===== config.mk =====
export PLATFORM = sky130hd
export DESIGN_NAME = traffic_light_intersection_flat
export DESIGN_NICKNAME = d
export VERILOG_FILES = /design/src/rtl/traffic_light_intersection_pkg.sv /design/src/rtl/traffic_light_intersection_if.sv /design/src/rtl/traffic_light_intersection_timer.sv /design/src/rtl/traffic_light_intersection.sv /design/src/flat_wrapper.sv
export SDC_FILE = /design/constraint.sdc
export NUM_CORES = 1
export LEC_CHECK = 0
export CAP_MARGIN = 20
export CORE_ASPECT_RATIO = 1.4
export CORE_MARGIN = 5
export CORE_UTILIZATION = 54
export CTS_BUF_LIST = sky130_fd_sc_hd__clkbuf_16
export DETAILED_ROUTE_END_ITERATION = 6
export GPL_ROUTABILITY_DRIVEN = 0
export PLACE_DENSITY = 0.8
export SYNTH_ARGS = -nofsm -noshare
export SYNTH_HDL_FRONTEND = slang
export SYNTH_SLANG_ARGS = --single-unit

===== constraint.sdc =====
create_clock -name clk -period 2.8 [get_ports clk]
set_input_delay 0.28 -clock clk [delete_from_list [all_inputs] [get_ports clk]]
set_output_delay 0.28 -clock clk [all_outputs]
set_load 0.01 [all_outputs]

===== src/rtl/traffic_light_intersection_pkg.sv =====
// Shared encodings for the two-approach intersection controller:
// state codes, lamp bundles and the state-to-lamp decode.
package traffic_light_pkg;

  typedef enum logic [2:0] {
    MAIN_GREEN  = 3'd0,
    MAIN_YELLOW = 3'd1,
    ALL_RED_1   = 3'd2,
    SIDE_GREEN  = 3'd3,
    SIDE_YELLOW = 3'd4,
    ALL_RED_2   = 3'd5,
    FLASH       = 3'd6
  } tl_state_e;

  // Lamp bundle bit order is {red, yellow, green}.
  localparam logic [2:0] LAMP_RED    = 3'b100;
  localparam logic [2:0] LAMP_YELLOW = 3'b010;
  localparam logic [2:0] LAMP_GREEN  = 3'b001;
  localparam logic [2:0] LAMP_OFF    = 3'b000;

  typedef struct packed {
    logic [2:0] main_lamp;
    logic [2:0] side_lamp;
  } tl_lamps_t;

  // Any state that does not give an approach right of way shows red on it,
  // so unknown codes fall back to both reds.
  function automatic tl_lamps_t lamp_decode(tl_state_e st, logic flash_on);
    tl_lamps_t l;
    l.main_lamp = LAMP_RED;
    l.side_lamp = LAMP_RED;
    case (st)
      MAIN_GREEN:  l.main_lamp = LAMP_GREEN;
      MAIN_YELLOW: l.main_lamp = LAMP_YELLOW;
      SIDE_GREEN:  l.side_lamp = LAMP_GREEN;
      SIDE_YELLOW: l.side_lamp = LAMP_YELLOW;
      FLASH: begin
        l.main_lamp = flash_on ? LAMP_YELLOW : LAMP_OFF;
        l.side_lamp = flash_on ? LAMP_RED : LAMP_OFF;
      end
      default: ;
    endcase
    return l;
  endfunction

endpackage


===== src/rtl/traffic_light_intersection_if.sv =====
// Request inputs and lamp outputs of the intersection controller.
// master = the side driving requests and watching lamps; slave = controller.
interface traffic_light_intersection_if;
  logic       ped_req;
  logic       flash_mode;
  logic       main_red;
  logic       main_yellow;
  logic       main_green;
  logic       side_red;
  logic       side_yellow;
  logic       side_green;
  logic       walk;
  logic [2:0] phase;

  modport master (
    output ped_req, flash_mode,
    input  main_red, main_yellow, main_green,
    input  side_red, side_yellow, side_green, walk, phase
  );

  modport slave (
    input  ped_req, flash_mode,
    output main_red, main_yellow, main_green,
    output side_red, side_yellow, side_green, walk, phase
  );
endinterface


===== src/rtl/traffic_light_intersection_timer.sv =====
// Up-counting phase timer: counts 0..limit-1, flags the last count and
// wraps to 0 there, or restarts whenever the owner clears it.
module tl_phase_timer #(
  parameter int CNT_W = 32
) (
  input  logic             clk,
  input  logic             rst_n,
  input  logic             clear,
  input  logic [CNT_W-1:0] limit,
  output logic             done,
  output logic [CNT_W-1:0] count
);

  logic [CNT_W-1:0] r_count;

  assign done  = (r_count == limit - CNT_W'(1));
  assign count = r_count;

  // Advance the count; restart on clear or after the terminal count.
  always_ff @(posedge clk or negedge rst_n) begin
    if (!rst_n)              r_count <= '0;
    else if (clear || done)  r_count <= '0;
    else                     r_count <= r_count + CNT_W'(1);
  end

endmodule


===== src/rtl/traffic_light_intersection.sv =====
// Main/side road intersection controller with all-red clearance, latched
// pedestrian request and flashing mode. Lamps and phase are registered from
// the next-state decode so they switch on the same edge as the state.
//
// state       | meaning
// MAIN_GREEN  | main road go, side red
// MAIN_YELLOW | main road clearing, side red
// ALL_RED_1   | clearance before side green
// SIDE_GREEN  | side road go, walk lit if a request was latched
// SIDE_YELLOW | side road clearing, main red
// ALL_RED_2   | clearance before main green; reset and flash-exit state
// FLASH       | main yellow / side red blinking together
module traffic_light_intersection
  import traffic_light_pkg::*;
#(
  parameter int          CNT_W             = 32,
  parameter int unsigned GREEN_CYCLES      = 500_000_000,
  parameter int unsigned YELLOW_CYCLES     = 250_000_000,
  parameter int unsigned ALL_RED_CYCLES    = 50_000_000,
  parameter int unsigned FLASH_HALF_CYCLES = 25_000_000
) (
  input logic                          clk,
  input logic                          rst_n,
  traffic_light_intersection_if.slave  tl
);

  if (GREEN_CYCLES == 0 || YELLOW_CYCLES == 0 || ALL_RED_CYCLES == 0 ||
      FLASH_HALF_CYCLES == 0) begin : g_bad_count
    $error("traffic_light_intersection: every cycle count must be at least 1");
  end
  if ((64'(GREEN_CYCLES) >> CNT_W) != 0 || (64'(YELLOW_CYCLES) >> CNT_W) != 0 ||
      (64'(ALL_RED_CYCLES) >> CNT_W) != 0 ||
      (64'(FLASH_HALF_CYCLES) >> CNT_W) != 0) begin : g_bad_width
    $error("traffic_light_intersection: CNT_W too narrow for a cycle count");
  end

  tl_state_e        r_state, w_nxt;
  logic             r_flash_on, w_flash_on_nxt;
  logic             r_ped_pending, w_ped_pending_nxt;
  logic             r_walk, w_walk_nxt;
  tl_lamps_t        r_lamps, w_lamps_nxt;
  logic             w_clear, w_done;
  logic [CNT_W-1:0] w_limit, w_count;

  // One timer serves every phase; in FLASH it times the blink half-period.
  tl_phase_timer #(.CNT_W(CNT_W)) u_timer (
    .clk   (clk),
    .rst_n (rst_n),
    .clear (w_clear),
    .limit (w_limit),
    .done  (w_done),
    .count (w_count)
  );

  // Select the length of the current phase.
  always_comb begin
    w_limit = CNT_W'(ALL_RED_CYCLES);
    case (r_state)
      MAIN_GREEN, SIDE_GREEN:   w_limit = CNT_W'(GREEN_CYCLES);
      MAIN_YELLOW, SIDE_YELLOW: w_limit = CNT_W'(YELLOW_CYCLES);
      FLASH:                    w_limit = CNT_W'(FLASH_HALF_CYCLES);
      default: ;
    endcase
  end

  // Next state, pedestrian bookkeeping and lamp decode of the next state.
  always_comb begin
    w_nxt             = r_state;
    w_flash_on_nxt    = r_flash_on;
    w_ped_pending_nxt = r_ped_pending | tl.ped_req;
    w_walk_nxt        = 1'b0;
    if (tl.flash_mode) begin
      w_nxt = FLASH;
    end else begin
      case (r_state)
        MAIN_GREEN:  if (w_done) w_nxt = MAIN_YELLOW;
        MAIN_YELLOW: if (w_done) w_nxt = ALL_RED_1;
        ALL_RED_1:   if (w_done) w_nxt = SIDE_GREEN;
        SIDE_GREEN:  if (w_done) w_nxt = SIDE_YELLOW;
        SIDE_YELLOW: if (w_done) w_nxt = ALL_RED_2;
        ALL_RED_2:   if (w_done) w_nxt = MAIN_GREEN;
        default:     w_nxt = ALL_RED_2;
      endcase
    end
    if (w_nxt == FLASH) begin
      w_ped_pending_nxt = 1'b0;
      if (r_state != FLASH) w_flash_on_nxt = 1'b1;
      else if (w_done)      w_flash_on_nxt = ~r_flash_on;
    end else if (w_nxt == SIDE_GREEN) begin
      // A request arriving on the edge into SIDE_GREEN is served immediately.
      if (r_state != SIDE_GREEN) begin
        w_walk_nxt        = r_ped_pending | tl.ped_req;
        w_ped_pending_nxt = 1'b0;
      end else begin
        w_walk_nxt = r_walk;
      end
    end
    w_lamps_nxt = lamp_decode(w_nxt, w_flash_on_nxt);
    w_clear     = (w_nxt != r_state);
  end

  // State and registered lamp outputs.
  always_ff @(posedge clk or negedge rst_n) begin
    if (!rst_n) begin
      r_state       <= ALL_RED_2;
      r_flash_on    <= 1'b1;
      r_ped_pending <= 1'b0;
      r_walk        <= 1'b0;
      r_lamps       <= '{main_lamp: LAMP_RED, side_lamp: LAMP_RED};
    end else begin
      r_state       <= w_nxt;
      r_flash_on    <= w_flash_on_nxt;
      r_ped_pending <= w_ped_pending_nxt;
      r_walk        <= w_walk_nxt;
      r_lamps       <= w_lamps_nxt;
    end
  end

  assert property (@(posedge clk) disable iff (!rst_n) w_count < w_limit);

  assign tl.main_red    = r_lamps.main_lamp[2];
  assign tl.main_yellow = r_lamps.main_lamp[1];
  assign tl.main_green  = r_lamps.main_lamp[0];
  assign tl.side_red    = r_lamps.side_lamp[2];
  assign tl.side_yellow = r_lamps.side_lamp[1];
  assign tl.side_green  = r_lamps.side_lamp[0];
  assign tl.walk        = r_walk;
  assign tl.phase       = r_state;

endmodule


===== src/flat_wrapper.sv =====
// flat-port wrapper written by rule: the top's interface ports become plain ports
module traffic_light_intersection_flat import traffic_light_pkg::*;
#(
  parameter int          CNT_W             = 32,
  parameter int unsigned GREEN_CYCLES      = 500_000_000,
  parameter int unsigned YELLOW_CYCLES     = 250_000_000,
  parameter int unsigned ALL_RED_CYCLES    = 50_000_000,
  parameter int unsigned FLASH_HALF_CYCLES = 25_000_000
)
  (clk, rst_n, tl_ped_req, tl_flash_mode, tl_main_red, tl_main_yellow, tl_main_green, tl_side_red, tl_side_yellow, tl_side_green, tl_walk, tl_phase);
  traffic_light_intersection_if tl_i ();
  input logic clk;
  input logic rst_n;
  input wire logic [$bits(tl_i.ped_req)-1:0] tl_ped_req;
  input wire logic [$bits(tl_i.flash_mode)-1:0] tl_flash_mode;
  output wire logic [$bits(tl_i.main_red)-1:0] tl_main_red;
  output wire logic [$bits(tl_i.main_yellow)-1:0] tl_main_yellow;
  output wire logic [$bits(tl_i.main_green)-1:0] tl_main_green;
  output wire logic [$bits(tl_i.side_red)-1:0] tl_side_red;
  output wire logic [$bits(tl_i.side_yellow)-1:0] tl_side_yellow;
  output wire logic [$bits(tl_i.side_green)-1:0] tl_side_green;
  output wire logic [$bits(tl_i.walk)-1:0] tl_walk;
  output wire logic [$bits(tl_i.phase)-1:0] tl_phase;
  assign tl_i.ped_req = tl_ped_req;
  assign tl_i.flash_mode = tl_flash_mode;
  assign tl_main_red = tl_i.main_red;
  assign tl_main_yellow = tl_i.main_yellow;
  assign tl_main_green = tl_i.main_green;
  assign tl_side_red = tl_i.side_red;
  assign tl_side_yellow = tl_i.side_yellow;
  assign tl_side_green = tl_i.side_green;
  assign tl_walk = tl_i.walk;
  assign tl_phase = tl_i.phase;
  traffic_light_intersection #(.CNT_W(CNT_W), .GREEN_CYCLES(GREEN_CYCLES), .YELLOW_CYCLES(YELLOW_CYCLES), .ALL_RED_CYCLES(ALL_RED_CYCLES), .FLASH_HALF_CYCLES(FLASH_HALF_CYCLES)) u_core (.clk(clk), .rst_n(rst_n), .tl(tl_i));
endmodule

# Yosys cells after proc, flatten, opt, wreduce, memory -nomap -nowiden
# Cells that the tools add are included.
# Widths: inputs -> output; s select.
# totals
output_inout_bits	10
regBits	44
inputBits	4
word_cells	54
# op_classes
add_sub_neg	2
n_bitwise	2
muxes	23
eq_ne	15
reduce_logical	5
# op_table
op	n
$pmux 29 s3	1
$add 32x1->32 const B	1
$eq 32x32->1	1
$mux 32	1
$sub 29x1->30 const B	1
$mux 3	8
$pmux 3 s3	2
$pmux 3 s6	1
$eq 3x3->1 const B	5
$eq 3x2->1 const B	3
$mux 1	9
$eq 3x1->1 const B	2
$logic_not 3->1	2
$ne 3x2->1 const B	2
$reduce_or 2->1	2
$ne 3x3->1	1
$ne 3x3->1 const B	1
$mux 2	1
$logic_or 1x1->1	1
$not 1->1	1
$or 1x1->1	1

# Longest topological paths before layout
# Gate-level depths: netlist of the first run.
# logic_depth
word_depth	12
mapped_depth	12
ltp_nobuf	10

# Hierarchy
# From an unflattened synthesis of the first run, not the netlist that was laid out.
# hier_totals
hier_cells	431
hier_area_um2	3831.2
# modules_own_cells
mod	instances	area_each_um2	cells_per_inst	seq_area_each_um2
tl_phase_timer	1	3078.0	348	800.8
traffic_light_intersection	1	753.2	83	306.5

# Worst setup path before layout of the first run
# OpenSTA, ideal clock, no wires.
# synth_path
path_type	register to register
start	reg u_core.r_state[0] (netlist: u_core.tl.phase[0])
end	reg u_core.u_timer.r_count[30] (netlist: u_core.u_timer.count[30])
required_time_ns	2.681
synth_period_minus_slack_ns	3.075
t_arrival_ns	2.956
path_buffers	2
setup_time_ns	0.119
path_slack_ns	-0.275
path_stages_with_launch	13
path_cell_list	dfstp_2 -> buf_2 -> inv_1 -> mux2i_4 -> ha_1 -> xnor2_1 -> or4_1 -> a22oi_2 -> nand4_1 -> nor4_4 -> a211o_1 -> buf_4 -> nor2_1
# synth_between
elab_chain_cells	11
elab_cells_between_ends	23
classes_between	add/sub (1); eq/ne (8); mux (10); reduce/logical (4)
# synth_lines
element	line	source
start: declaration	traffic_light_intersection.sv:37	tl_state_e r_state, w_nxt;
start signal: assignment	traffic_light_intersection.sv:111	r_state <= w_nxt;
$eq 3x1->1 (tied with other cells)	traffic_light_intersection.sv:58, traffic_light_intersection.sv:75	
$reduce_or 2->1	traffic_light_intersection.sv:58	case (r_state)
$pmux 29 s3	traffic_light_intersection.sv:58	
$sub 29x1->30	traffic_light_intersection_timer.sv:16	assign done = (r_count == limit - CNT_W'(1));
$eq 32x32->1	traffic_light_intersection_timer.sv:16	
$mux 3 (tied with other cells)	traffic_light_intersection.sv:81	ALL_RED_2: if (w_done) w_nxt = MAIN_GREEN;
$pmux 3 s6	traffic_light_intersection.sv:75	case (r_state)
$mux 3	traffic_light_intersection.sv:72	if (tl.flash_mode) begin
$ne 3x3->1	traffic_light_intersection.sv:99	w_clear = (w_nxt != r_state);
$logic_or 1x1->1 *	traffic_light_intersection_timer.sv:22	else if (clear || done) r_count <= '0;
$mux 32 *	traffic_light_intersection_timer.sv:22	
end signal: assignment	traffic_light_intersection_timer.sv:23	else r_count <= r_count + CNT_W'(1);
end: declaration	traffic_light_intersection_timer.sv:14	logic [CNT_W-1:0] r_count;
# Every way passes the cells marked *; elsewhere a longest branch is shown, timed or not.
# A chain may end at the register's enable or synchronous reset.

# Final worst setup path of the first run
# layout_path
start	reg u_core.r_state[2] (netlist: u_core.tl.phase[2])
end	reg u_core.u_timer.r_count[14] (netlist: u_core.u_timer.count[14])
# Same word-level chain as after synthesis.

==> results.md, run 1 <==
Status:
- The run finished, with violations left.
- The final reports fail on setup timing.

Floorplan:
- The die width is 70.6 um.
- The cell row count is 31.
- The floorplan step defined a die boundary enclosing 6700 um2.
- For this configuration, the core starts out at a cell density of 54.6%.
- The floorplan step set the die height to 94.8 um.
- 14 I/O pins were placed.
- The total core area is 5080 um2.

STA:
- For the final database, setup skew stands at 0.00470 ns.
- The total count of hold-check failures in the final report is 0.
- The final critical path takes up 100% of the cycle.
- The slew at the pin closest to its max-slew limit is 0.638 ns.
- The final critical path time including I/O delays and setup is 2.81 ns.
- Setup repair after global routing could not meet its margin everywhere.
- The peak clock frequency supported by timing is 356 MHz.
- After layout, the worst setup slack is -0.00958 ns.
- The setup-violating endpoint count in the final report is 14.
- In this run the tightest slew margin relative to its limit is 57.1%.
- The number of pins with negative max-slew slack in the final report came to 0.

Critical path:
- For the worst setup path, the data required time is 2.97 ns.
- The category of the worst setup path launch point is a flip-flop.
- Data arrives at the worst endpoint at 2.98 ns.
- The peak fanout along the critical path is 16.
- The type of the worst setup path is reg2reg.
- The kind of end point of the critical path is a flip-flop.

Yosys:
- Of all flip-flops after synthesis, the portion carrying an async set or reset was 100%.
- By instance count, the leading cell after synthesis is sky130_fd_sc_hd__nor2_1.
- Counting every instance in the synthesized netlist gives 305.
- Summing the sequential cell areas from Yosys gives 39.9% of the chip area.
- The multiplexer area fraction after synthesis is 2.66%.
- The biggest area contributor in the post-synthesis netlist is sky130_fd_sc_hd__dfrtp_1.
- In this run the biggest area consumer among cell types represents 35.2% of the synthesized area.
- The count of synthesis-stage warnings from yosys is 0.
- By area the synthesized netlist is led by sky130_fd_sc_hd__dfrtp_1, sky130_fd_sc_hd__nor2_1, sky130_fd_sc_hd__xor2_1.
- The dominant combinational cell family by area after synthesis is simple AND/OR/NAND/NOR gates.
- Among all flip-flop cells after synthesis, the most frequent one is sky130_fd_sc_hd__dfrtp_1.
- The area share of xor/xnor cells in the synthesized design is 12.3%.
- The share of synthesized cell area in full adder, half adder and majority cells is 1.26%.
- Counting flops with a built-in enable in the synthesized netlist gives 0.
- Summing the areas of all compound-gate instances in the mapped netlist gives 10.1% of the synthesized area.
- The number of nets handed over by synthesis was 311.
- The mean instance size in the synthesized netlist is 9.10 um2.
- Synthesis instantiated 60 different standard cells from the library.
- The commonest cells after synthesis are sky130_fd_sc_hd__nor2_1, sky130_fd_sc_hd__dfrtp_1, sky130_fd_sc_hd__xor2_1.
- The synthesized-area fraction occupied by and/or/nand/nor cells is 28.8%.
- Counting flops and latches in the post-synthesis netlist gives 44.
- The post-synthesis cell area is 2780 um2.

GRT:
- The number of antenna violations at the first check in global routing is 0.
- The overall overflow remaining after global route is 0.
- The largest net degree at the start of global routing is 45.
- Global routing consumed, over all layers together, 19.8% of the routing resources.
- The first global-routing pass estimated 10,600 um of wire.
- The via count of the first global-routing pass is 2,256.

Finish:
- The share of final-layout standard cells stronger than drive strength 1 is 19.9%.
- The finished layout holds 397 standard cells, fillers aside.
- Across the whole layout, storage elements account for 1110 um2.
- The post-route cell area is 3340 um2.
- The area growth from synthesis to layout is 20.1%.
- In the final layout, the multi-input gates occupy 1590 um2.
- The net count of the finished layout is 336.
- The filler cells instantiated in the layout total 410.
- The number of antenna diodes in the final layout is 0.

Drt:
- In the routed layout, each cell is associated on average with a via count of 5.94.
- The via count of the routed design is 2,359.
- In this run the remaining antenna-violating nets after routing total 0.
- In the final routed layout, each cell accounts on average for 16.6 um.
- The number of remaining DRC errors is 0.
- The pre-antenna-repair detailed-routing pass consisted of 4 iterations.
- The aggregate routed wire length is 6610 um.
- For this block, the initial DRC count from the detailed router was 234.

Place:
- The count of placed standard cells including taps is 383.
- The post-detailed-placement half-perimeter wirelength is 4300 um.
- The count of buffers inserted at the top-level ports is 13.
- The cell area after placement is 3070 um2.
- The pre-CTS worst setup slack is 0.0108 ns.

Clock network:
- The count of H-tree levels built during CTS is 2.
- For this design, the sink count on the clock tree is 44.
- In this run, CTS created clock tree buffers numbering 5.
- CTS placed an instance of sky130_fd_sc_hd__clkbuf_16 at the clock tree root.
- After clock tree synthesis, the clock-pin slew on the worst setup and hold paths is 0.06 ns.
- The clock tree from TritonCTS is done.
- For the worst-skew pair, the clock arrives at the later sink with an insertion delay of 0.28 ns.
- The longest clock path from root to sink contains 2 buffers.

Pwr:
- The leakage power total is 1.34 nW.
- The total chip power is 0.00141 W.
- The worst supply voltage drop on vdd is 316 uV.
- The power density normalized to cell area is 423 nW/um2.

Worst hold path:
- The tightest min-delay check is of the in2async type.

Run:
- The max-cap violation count is 0.
==> cells by family (layout without fill, tap and decap cells) <==
group | count (synthesis) | in the layout
multiplexers | 6 | 6
buffers and inverters | 27 | 53
AO/OA/AOI/OAI | 35 | 35
AND/OR/NAND/NOR | 151 | 151
adder cells (fa/ha/maj) | 3 | 3
flip-flops | 44 | 44
XOR/XNOR | 39 | 39
==> metrics by stage <==
stage / utilization [%] / TNS, ns / hold WS (ns)
global placement: 60.4 / 0 / 0.486
CTS: 63.2 / -0.0106 / 0.185
detailed placement: 60.4 / 0 / 0.494
global route: 65.6 / -3.18 / 0.333
finish: 65.6 / -0.0627 / 0.333
floorplan: - / -2.42 / -0.0156
==> state kept, by name, summed over array words and instances, names as in the netlist <==
signal and flops:
u_core.tl.main_yellow 1, u_core.r_ped_pending 1, u_core.tl.main_red 1, u_core.tl.main_green 1, u_core.tl.side_yellow 1, u_core.tl.walk 1, u_core.tl.phase 3, u_core.r_flash_on 1
u_core.tl.side_red 1, u_core.u_timer.count 32, u_core.tl.side_green 1
==> worst max-delay path, stage by stage (launching register included) <==
cell and delay (ns):
sky130_fd_sc_hd__dfstp_2 0.57, sky130_fd_sc_hd__xor2_2 0.18, sky130_fd_sc_hd__mux2i_4 0.11, sky130_fd_sc_hd__ha_4 0.18, sky130_fd_sc_hd__xnor2_2 0.13, sky130_fd_sc_hd__or4_4 0.43
sky130_fd_sc_hd__a22oi_2 0.17, sky130_fd_sc_hd__nand4_1 0.17, sky130_fd_sc_hd__nor4_4 0.24, sky130_fd_sc_hd__a211o_2 0.26, sky130_fd_sc_hd__clkbuf_16 0.20, sky130_fd_sc_hd__nor2_1 0.06
==> path summary, 6_finish.rpt <==
path                                              startpoint  cells after the start  slack, ns                                 end
max                             u_core.tl.phase[2]$_DFF_PN1_                     11      -0.01  u_core.u_timer.count[14]$_DFF_PN0_
min reg2reg                u_core.u_timer.count[0]$_DFF_PN0_                      1       0.52   u_core.u_timer.count[0]$_DFF_PN0_
min in group clk           u_core.u_timer.count[0]$_DFF_PN0_                      1       0.52   u_core.u_timer.count[0]$_DFF_PN0_
max in group asynchronous                              rst_n                      3       1.97        u_core.tl.side_red$_DFF_PN1_
max reg2reg                     u_core.tl.phase[2]$_DFF_PN1_                     11      -0.01  u_core.u_timer.count[14]$_DFF_PN0_
min                                                    rst_n                      2       0.33  u_core.u_timer.count[17]$_DFF_PN0_
==> layout make-up <==
cell class / instances / share of cell area [%]
multi-input cells: 234 / 47.8
clock buffers: 5 / 3.75
well taps: 66 / 2.48
repair buffers: 38 / 11.4
inverters: 7 / 0.863
clock inverters: 3 / 0.563
flip-flops and latches: 44 / 33.2
==> layout by cell type (no fill, tap or decap), drive strengths merged, types with 3 or more instances in the layout <==
cell type,Yosys,routed
xor2,23,23
dfrtp,39,39
nor3,8,8
nor2b,3,3
inv,7,7
nand3b,6,6
clkbuf,12,7
and4,4,4
nand4,9,9
a21oi,4,4
or2,5,5
and3,5,5
xnor2,16,16
mux2i,5,5
nand2,20,20
clkdlybuf4s50,0,12
buf,8,23
a211oi,4,4
o21ai,7,7
nor2,57,57
nand3,16,16
nand2b,4,4
dfstp,5,5
==> where the power goes <==
group,switching (W),internal [W]
clock network,0.000242,0.000327
logic,0.0000948,0.0000835
registers,0.0000127,0.000651
==> repair_timing <==
item / 4_1_cts / 5_1_grt
pin swaps: 0 / 3
resized for setup: 0 / 7
endpoints found under the setup margin: 1 / 41
buffers inserted: 0 / 2
endpoints found under the hold margin: 0 / 3
gates cloned: 0 / 2
hold buffers: 0 / 1
==> per-layer routing <==
layer  GRT usage (%)  part of all wire, %  vias to the layer above
li1                -                    -                     1101
met1            23.2                   40                     1160
met2            35.3                   52                       75
met3            3.19                  3.9                       23
met4            9.09                  3.1                        0
met5               0                    0                        -
(Power assumes the default switching activity.)
==> inputs of run 2 (changes only) <==
--- a/config.mk
+++ b/config.mk
@@ -13,6 +13,7 @@
 export DETAILED_ROUTE_END_ITERATION = 6
 export GPL_ROUTABILITY_DRIVEN = 0
 export PLACE_DENSITY = 0.8
+export SLEW_MARGIN = 30
 export SYNTH_ARGS = -nofsm -noshare
 export SYNTH_HDL_FRONTEND = slang
 export SYNTH_SLANG_ARGS = --single-unit
==> run 2 against run 1 <==
Setup slack got worse by 0.013 ns. Clock skew barely moved. Largest power group unchanged. Combinational power is 2% lower. Die area did not move. Sequential power barely moved. Register-to-register slack about the same. Power is 0.30% lower. The flow finishes with violations (hold timing, setup timing). Critical endpoint unchanged.
==> results.md, run 2 (same netlist as run 1, synthesis figures left out) <==
Status:
- The run finished, with violations left.
- The checks that failed: hold timing, setup timing.

STA:
- The final critical path time including I/O delays and setup is 2.82 ns (+0.0130 ns).
- Setup repair after global routing could not meet its margin everywhere.
- The number of pins with negative max-slew slack in the final report is 0 (unchanged).
- The total count of hold-check failures in the final report is 31 (+31).
- The relative slew slack is 56.9% (-0.18 points).
- The setup-violating endpoint count in the final report was 17 (+3).
- The peak clock frequency supported by timing was 354 MHz (-0.46%).
- The worst hold slack across all endpoints is -0.0241 ns (-0.357 ns).
- The post-route fraction of the period consumed by the critical path is 101% (+0.46 points).
- The slack of the critical path came to -0.0226 ns (-0.0130 ns).
- The slew at the pin closest to its max-slew limit came to 0.641 ns (+0.00267 ns).
- The worst clock skew is 0.00426 ns (-0.000439 ns).

Place:
- The count of buffers inserted at the top-level ports is 13 (unchanged).
- The cell area after placement is 3070 um2 (unchanged).
- The count of placed standard cells including taps is 383 (unchanged).
- The post-detailed-placement half-perimeter wirelength is 4300 um (unchanged).

Finish:
- The register cell area after layout is 1110 um2 (unchanged).
- The area added between synthesis and finish is 19.2%.
- The post-route cell area is 3310 um2 (-0.83%).
- The final non-filler cell total is 395 (-0.50%).
- The number of flip-flops under the largest register name is 32 (unchanged).
- The net total in the final layout is 334 (-0.60%).
- The area taken by multi-input logic gates was 1590 um2 (unchanged).
- The total inserted antenna cells was 0 (unchanged).
- The share of final-layout standard cells stronger than drive strength 1 is 19.8% (-0.18 points).
- In the layout the commonest cells are sky130_fd_sc_hd__nor2_1, sky130_fd_sc_hd__dfrtp_1, sky130_fd_sc_hd__xor2_1.
- The most frequent standard cell in the layout excluding fill and tap cells is sky130_fd_sc_hd__nor2_1.
- The post-route core utilization was 65.1% (-0.54 points).
- The final-layout fill cell count is 412 (+0.49%).

Critical path:
- The reg-to-reg critical path startpoint is u_core.tl.phase[2]$_DFF_PN1_.
- The critical path is of the reg2reg type.
- The worst setup path is captured at a flip-flop.
- In this run the critical register-to-register path is captured at u_core.u_timer.count[14]$_DFF_PN0_.
- The internal reg-to-reg setup slack is -0.02 ns (about the same).
- The data required time at the worst endpoint is 2.97 ns (about the same).
- The critical path data arrival time came to 3.00 ns (+0.02 ns).
- The delay of the slowest cell on the worst path came to 0.57 ns (about the same).
- The logic depth of the worst register-to-register path came to 11 (unchanged).
- STA classifies the critical path startpoint as a flip-flop.
- The critical path goes through xor2_2, mux2i_4, ha_4, xnor2_2, or4_4, a22oi_2, nand4_1, nor4_4, a211o_2, clkbuf_16, nor2_1.
- The start point of the critical path is u_core.tl.phase[2]$_DFF_PN1_.
- The most critical setup path has its endpoint at u_core.u_timer.count[14]$_DFF_PN0_.
- The peak fanout along the critical path came to 16 (unchanged).
- The slowest stage of the critical path belongs to the cell sky130_fd_sc_hd__dfstp_2.

Drt:
- The remaining antenna violation count is 0 (unchanged).
- The wire length per cell is 16.5 um (-1.1%).
- The aggregate routed wire length is 6500 um (-1.6%).
- The number of detailed-routing iterations run before antenna repair is 4 (unchanged).
- The vias per cell is 5.92 (-0.39%).
- The first-iteration detailed-routing DRC count is 231 (-1.3%).
- The via count of the routed design is 2,338 (-0.89%).
- The number of remaining DRC errors is 0 (unchanged).

Floorplan:
- The top-level I/O count is 14 (unchanged).
- The cell row count is 31 (unchanged).
- The initial core utilization is 54.6% (unchanged).
- The total core area is 5080 um2 (unchanged).
- The die width is 70.6 um (unchanged).
- The die outline height was 94.8 um (unchanged).
- The die area came to 6700 um2 (unchanged).

GRT:
- The global-route usage over all layers is 19.8% (unchanged).
- The via count of the first global-routing pass came to 2,256 (unchanged).
- The overall overflow remaining after global route was 0 (unchanged).
- The largest net degree at the start of global routing was 45 (unchanged).
- The number of antenna violations at the first check in global routing came to 0 (unchanged).
- The global-route wire length before repair is 10,600 um (unchanged).

Clock network:
- The clock tree buffer depth is 2 (unchanged).
- The total clock buffers created by CTS came to 5 (unchanged).
- The clock network latency to the later pin of the worst-skew pair is 0.28 ns (about the same).
- TritonCTS built the clock tree.
- The CTS root buffer is sky130_fd_sc_hd__clkbuf_16.
- The number of sinks on the clock net is 44 (unchanged).
- The count of H-tree levels built during CTS is 2 (unchanged).
- The hold buffer count at CTS is 0 (unchanged).
- The clock-pin slew on the worst setup and hold paths was 0.06 ns (about the same).

Worst hold path:
- The type of the worst min-delay path is in2async.

Pwr:
- The leakage power total is 1.33 nW (-0.95%).
- The worst supply voltage drop on vdd was 315 uV (-0.28%).
- The total chip power is 0.00141 W (-0.30%).
- The power density normalized to cell area is 425 nW/um2 (+0.53%).

Run:
- The max-cap violation count came to 0 (unchanged).
==> run 2: changes by cell type in the layout (fill, tap and decap cells not counted) <==
cell / delta
sky130_fd_sc_hd__buf_4: +1
sky130_fd_sc_hd__buf_2: -1
sky130_fd_sc_hd__dlygate4sd3_1: -1
sky130_fd_sc_hd__buf_12: -1
==> run 2: how the worst min path moves through the flow <==
| stage | startpoint | end | slack, ns |
|---|---|---|---|
| 6_report | rst_n | u_core.u_timer.count[19]$_DFF_PN0_ | -0.02 |
| 5_1_grt | rst_n | u_core.u_timer.count[18]$_DFF_PN0_ | 0.04 |
| 4_1_cts | rst_n | u_core.u_timer.count[19]$_DFF_PN0_ | 0.18 |
| 3_5_place_dp | rst_n | u_core.u_timer.count[18]$_DFF_PN0_ | 0.49 |
| 3_3_place_gp | rst_n | u_core.u_timer.count[19]$_DFF_PN0_ | 0.49 |
| 2_1_floorplan | rst_n | u_core.r_ped_pending$_DFF_PN0_ | -0.02 |
==> run 2: timing repair <==
item                                    CTS  global route
cloned                                    0             2
endpoints found under the setup margin    1            41
pin swaps                                 0             3
setup buffers                             0             2
gates resized for setup                   0             7
==> run 2: layout make-up <==
class                   count  share of cell area, %
multi-input cells         234                   48.2
flip-flops and latches     44                   33.5
repair buffers             36                   10.6
clock buffers               5                   3.78
well taps                  66                   2.50
inverters                   7                  0.870
clock inverters             3                  0.567
==> run 2: per-stage QoR <==
stage / worst slack, ns / hold WS [ns] / TNS [ns]
floorplan: -0.0899 / -0.0156 / -2.42
global placement: 0.106 / 0.486 / 0
detailed placement: 0.0108 / 0.494 / 0
CTS: -0.0106 / 0.185 / -0.0106
global route: -0.120 / 0.0377 / -3.18
finish: -0.0226 / -0.0241 / -0.282
==> run 2: metal layers <==
metal / global-route usage, % / up-vias / wire, um
met5: 0 / - / 0
met4: 9.09 / 0 / 232
met3: 3.19 / 21 / 333
met2: 35.3 / 76 / 3390
met1: 23.2 / 1145 / 2550
li1: - / 1096 / -
==> run 2: worst max-delay path, delay by kind of cell, from the launching register on <==
kind                       cells  cell delay [ns]
muxes                          1             0.11
adders and majority gates      1             0.18
AOI/OAI and AO/OA              2             0.43
DFF                            1             0.57
buffers and inverters          1             0.20
and+or+nand+nor                4             0.90
xor gates and xnor gates       2             0.31
==> run 2: report_power, final <==
group          internal (W)  total [W]  switching (W)  leakage, nW
registers          0.000651   0.000663      0.0000125        0.588
logic             0.0000801   0.000174      0.0000939        0.674
clock network      0.000327   0.000570       0.000243       0.0635
==> inputs of run 3 (changes only) <==
--- a/config.mk
+++ b/config.mk
@@ -8,11 +8,11 @@
 export CAP_MARGIN = 20
 export CORE_ASPECT_RATIO = 1.4
 export CORE_MARGIN = 5
-export CORE_UTILIZATION = 54
+export CORE_UTILIZATION = 55
 export CTS_BUF_LIST = sky130_fd_sc_hd__clkbuf_16
 export DETAILED_ROUTE_END_ITERATION = 6
 export GPL_ROUTABILITY_DRIVEN = 0
-export PLACE_DENSITY = 0.8
+export PLACE_DENSITY = 0.78
 export SLEW_MARGIN = 30
 export SYNTH_ARGS = -nofsm -noshare
 export SYNTH_HDL_FRONTEND = slang
==> constraint.sdc (replaced) <==
create_clock -name clk -period 3.3 [get_ports clk]
set_input_delay 0.33 -clock clk [delete_from_list [all_inputs] [get_ports clk]]
set_output_delay 0.33 -clock clk [all_outputs]
set_load 0.01 [all_outputs]
==> run 3 against run 2 <==
The run now ends clean. Register-to-register slack improved by 0.25 ns. Via count decreased by 3.6%. Critical endpoint is now u_core.r_flash_on$_DFF_PN1_. Clock skew increased by 0.0022 ns. Flip-flop and latch count unchanged. Die area decreased by 1.6%. Fmax decreased by 8.2%. Setup slack improved by 0.25 ns. Final area decreased by 5.6%. First-iteration DRC count decreased by 23%.
==> results.md, run 3 (same netlist as run 1, synthesis figures left out) <==
Status:
- The run finished with clean final reports.

GRT:
- The overall overflow remaining after global route is 0 (unchanged).
- The number of antenna violations at the first check in global routing is 0 (unchanged).
- The global-route wire length before repair is 10,600 um (-0.20%).
- The largest net degree at the start of global routing is 45 (unchanged).
- The via count of the first global-routing pass is 2,204 (-2.3%).
- The global-route usage over all layers is 20.0% (+0.26 points).

STA:
- Setup repair after global routing left no endpoint under its margin.
- The slew at the pin closest to its max-slew limit is 0.655 ns (+0.0137 ns).
- The number of pins with negative max-slew slack in the final report was 0 (unchanged).
- The worst hold slack across all endpoints is 0.0282 ns (+0.0523 ns).
- The setup-violating endpoint count in the final report is 0 (-17).
- The post-route fraction of the period consumed by the critical path is 93.2% (-7.6 points).
- The total negative setup slack is 0 ns (+0.282 ns).
- The peak clock frequency supported by timing is 325 MHz (-8.2%).
- The total count of hold-check failures in the final report is 0 (-100%).
- The final critical path time including I/O delays and setup is 3.07 ns (+0.252 ns).
- The worst clock skew is 0.00642 ns (+0.00216 ns).
- The relative slew slack is 56.2% (-0.72 points).

Drt:
- The via count of the routed design came to 2,253 (-3.6%).
- The number of detailed-routing iterations run before antenna repair is 4 (unchanged).
- The vias per cell is 5.94 (+0.43%).
- The number of remaining DRC errors is 0 (unchanged).
- The remaining antenna violation count is 0 (unchanged).
- The first-iteration detailed-routing DRC count is 177 (-23%).
- The aggregate routed wire length is 6070 um (-6.7%).
- The wire length per cell came to 16.0 um (-2.7%).

Finish:
- In the layout the commonest cells are sky130_fd_sc_hd__nor2_1, sky130_fd_sc_hd__dfrtp_1, sky130_fd_sc_hd__xor2_1.
- The share of final-layout standard cells stronger than drive strength 1 came to 12.4% (-7.4 points).
- The final-layout fill cell count is 403 (-2.2%).
- The net total in the final layout is 320 (-4.2%).
- The number of flip-flops under the largest register name is 32 (unchanged).
- Leaving out fill and tap cells, the most frequent cell in the layout is sky130_fd_sc_hd__nor2_1.
- The total inserted antenna cells is 0 (unchanged).
- The post-route cell area was 3120 um2 (-5.6%).
- The area growth from synthesis to layout is 12.5%.
- The final non-filler cell total is 379 (-4.1%).

Critical path:
- The peak fanout along the critical path is 9 (-7).
- The type of the worst setup path is reg2reg.
- The logic depth of the worst register-to-register path came to 11 (unchanged).
- STA classifies the critical path endpoint as a flip-flop.
- The startpoint identified for the worst register-to-register timing path is u_core.tl.phase[2]$_DFF_PN1_.
- In this run the critical register-to-register path is captured at u_core.r_flash_on$_DFF_PN1_.
- The internal reg-to-reg setup slack is 0.23 ns (+0.25 ns).
- The worst setup path is launched from a flip-flop.
- The data required time at the worst endpoint is 3.50 ns (+0.53 ns).
- The critical path data arrival time is 3.27 ns (+0.27 ns).

Place:
- The cell area after placement came to 2940 um2 (-4.1%).
- The post-detailed-placement half-perimeter wirelength was 4140 um (-3.8%).
- The count of placed standard cells including taps is 370 (-3.4%).
- The count of buffers inserted at the top-level ports is 13 (unchanged).

Clock network:
- The hold buffer count at CTS is 0 (unchanged).
- The CTS root buffer is sky130_fd_sc_hd__clkbuf_16.
- The number of sinks on the clock net is 44 (unchanged).
- The total clock buffers created by CTS was 5 (unchanged).
- TritonCTS built the clock tree.
- The count of H-tree levels built during CTS is 2 (unchanged).
- The clock network latency to the later pin of the worst-skew pair is 0.29 ns (about the same).
- The clock-pin slew on the worst setup and hold paths is 0.06 ns (about the same).
- The clock tree buffer depth is 2 (unchanged).

Pwr:
- The leakage power total was 1.25 nW (-5.7%).
- The total chip power was 0.00123 W (-12%).
- The worst supply voltage drop on vdd came to 301 uV (-4.5%).
- The power density normalized to cell area is 395 nW/um2 (-7.2%).

Floorplan:
- The die width was 70.0 um (-0.79%).
- The die area is 6590 um2 (-1.6%).
- The initial core utilization is 56.9% (+2.3 points).
- The die outline height is 94.1 um (-0.82%).
- The top-level I/O count is 14 (unchanged).
- The cell row count is 30 (-3.2%).
- The total core area is 4880 um2 (-4.0%).

Worst hold path:
- The type of the worst min-delay path is in2async.

Run:
- The max-cap violation count is 0 (unchanged).
[run 3: worst max-delay path by stage]
stage,endpoint,startpoint,cells after the start,slack (ns)
2_1_floorplan,u_core.u_timer.count[30]$_DFF_PN0_,u_core.tl.phase[0]$_DFF_PN1_,12,0.22
3_3_place_gp,u_core.r_flash_on$_DFF_PN1_,u_core.tl.phase[2]$_DFF_PN1_,11,0.33
3_5_place_dp,u_core.tl.side_yellow$_DFF_PN0_,u_core.tl.phase[2]$_DFF_PN1_,11,0.24
4_1_cts,u_core.tl.side_yellow$_DFF_PN0_,u_core.tl.phase[2]$_DFF_PN1_,11,0.23
5_1_grt,u_core.r_flash_on$_DFF_PN1_,u_core.tl.phase[2]$_DFF_PN1_,11,0.009
6_report,u_core.r_flash_on$_DFF_PN1_,u_core.tl.phase[2]$_DFF_PN1_,11,0.23
[run 3: cell type report]
cell class | count | area [um2] | share of cell area [%]
repair buffers | 22 | 208 | 6.65
inverters | 7 | 26.3 | 0.841
flip-flops and latches | 44 | 1110 | 35.4
clock inverters | 3 | 38.8 | 1.24
clock buffers | 5 | 125 | 4.00
well taps | 64 | 80.1 | 2.56
multi-input cells | 234 | 1540 | 49.3
[run 3: layer usage]
layer  share of wire [%]  vias up  global-route usage [%]  wire length (um)
met4                 3.4        0                    10.2               204
met2                  52       77                    35.8              3190
met1                  39     1081                    22.2              2380
met3                 5.0       19                    4.28               303
li1                    -     1076                       -                 -
met5                   0        -                       0                 0
[run 3: worst max-delay path: stages (launching register included)]
cell and delay (ns):
sky130_fd_sc_hd__dfstp_2 0.65, sky130_fd_sc_hd__nand2b_1 0.20, sky130_fd_sc_hd__mux2i_4 0.08, sky130_fd_sc_hd__ha_1 0.23, sky130_fd_sc_hd__xnor2_1 0.17, sky130_fd_sc_hd__or4_1 0.45
sky130_fd_sc_hd__a22oi_2 0.17, sky130_fd_sc_hd__nand4_1 0.17, sky130_fd_sc_hd__nor4_4 0.32, sky130_fd_sc_hd__buf_4 0.23, sky130_fd_sc_hd__nor3_1 0.08, sky130_fd_sc_hd__a211oi_1 0.23
[run 3: what timing repair did]
| item | in CTS | in global routing |
|---|---|---|
| resized for setup | 0 | 1 |
| buffers inserted | 0 | 1 |
| endpoints found under the setup margin | 0 | 1 |
| hold endpoints to repair | 0 | 0 |
[run 3: power breakdown]
group / leakage, nW / total, W / internal [W] / switching, W
sequential: 0.588 / 0.000561 / 0.000552 / 0.00000913
combinational: 0.577 / 0.000116 / 0.0000464 / 0.0000694
clock: 0.0850 / 0.000557 / 0.000353 / 0.000204
[run 3: through the flow]
step | worst slack (ns) | util, %
after global placement | 0.326 | 60.3
final | 0.226 | 64.0
after CTS | 0.228 | 63.7
after floorplan | 0.225 | -
after detailed placement | 0.244 | 60.3
after global routing | 0.00920 | 64.0
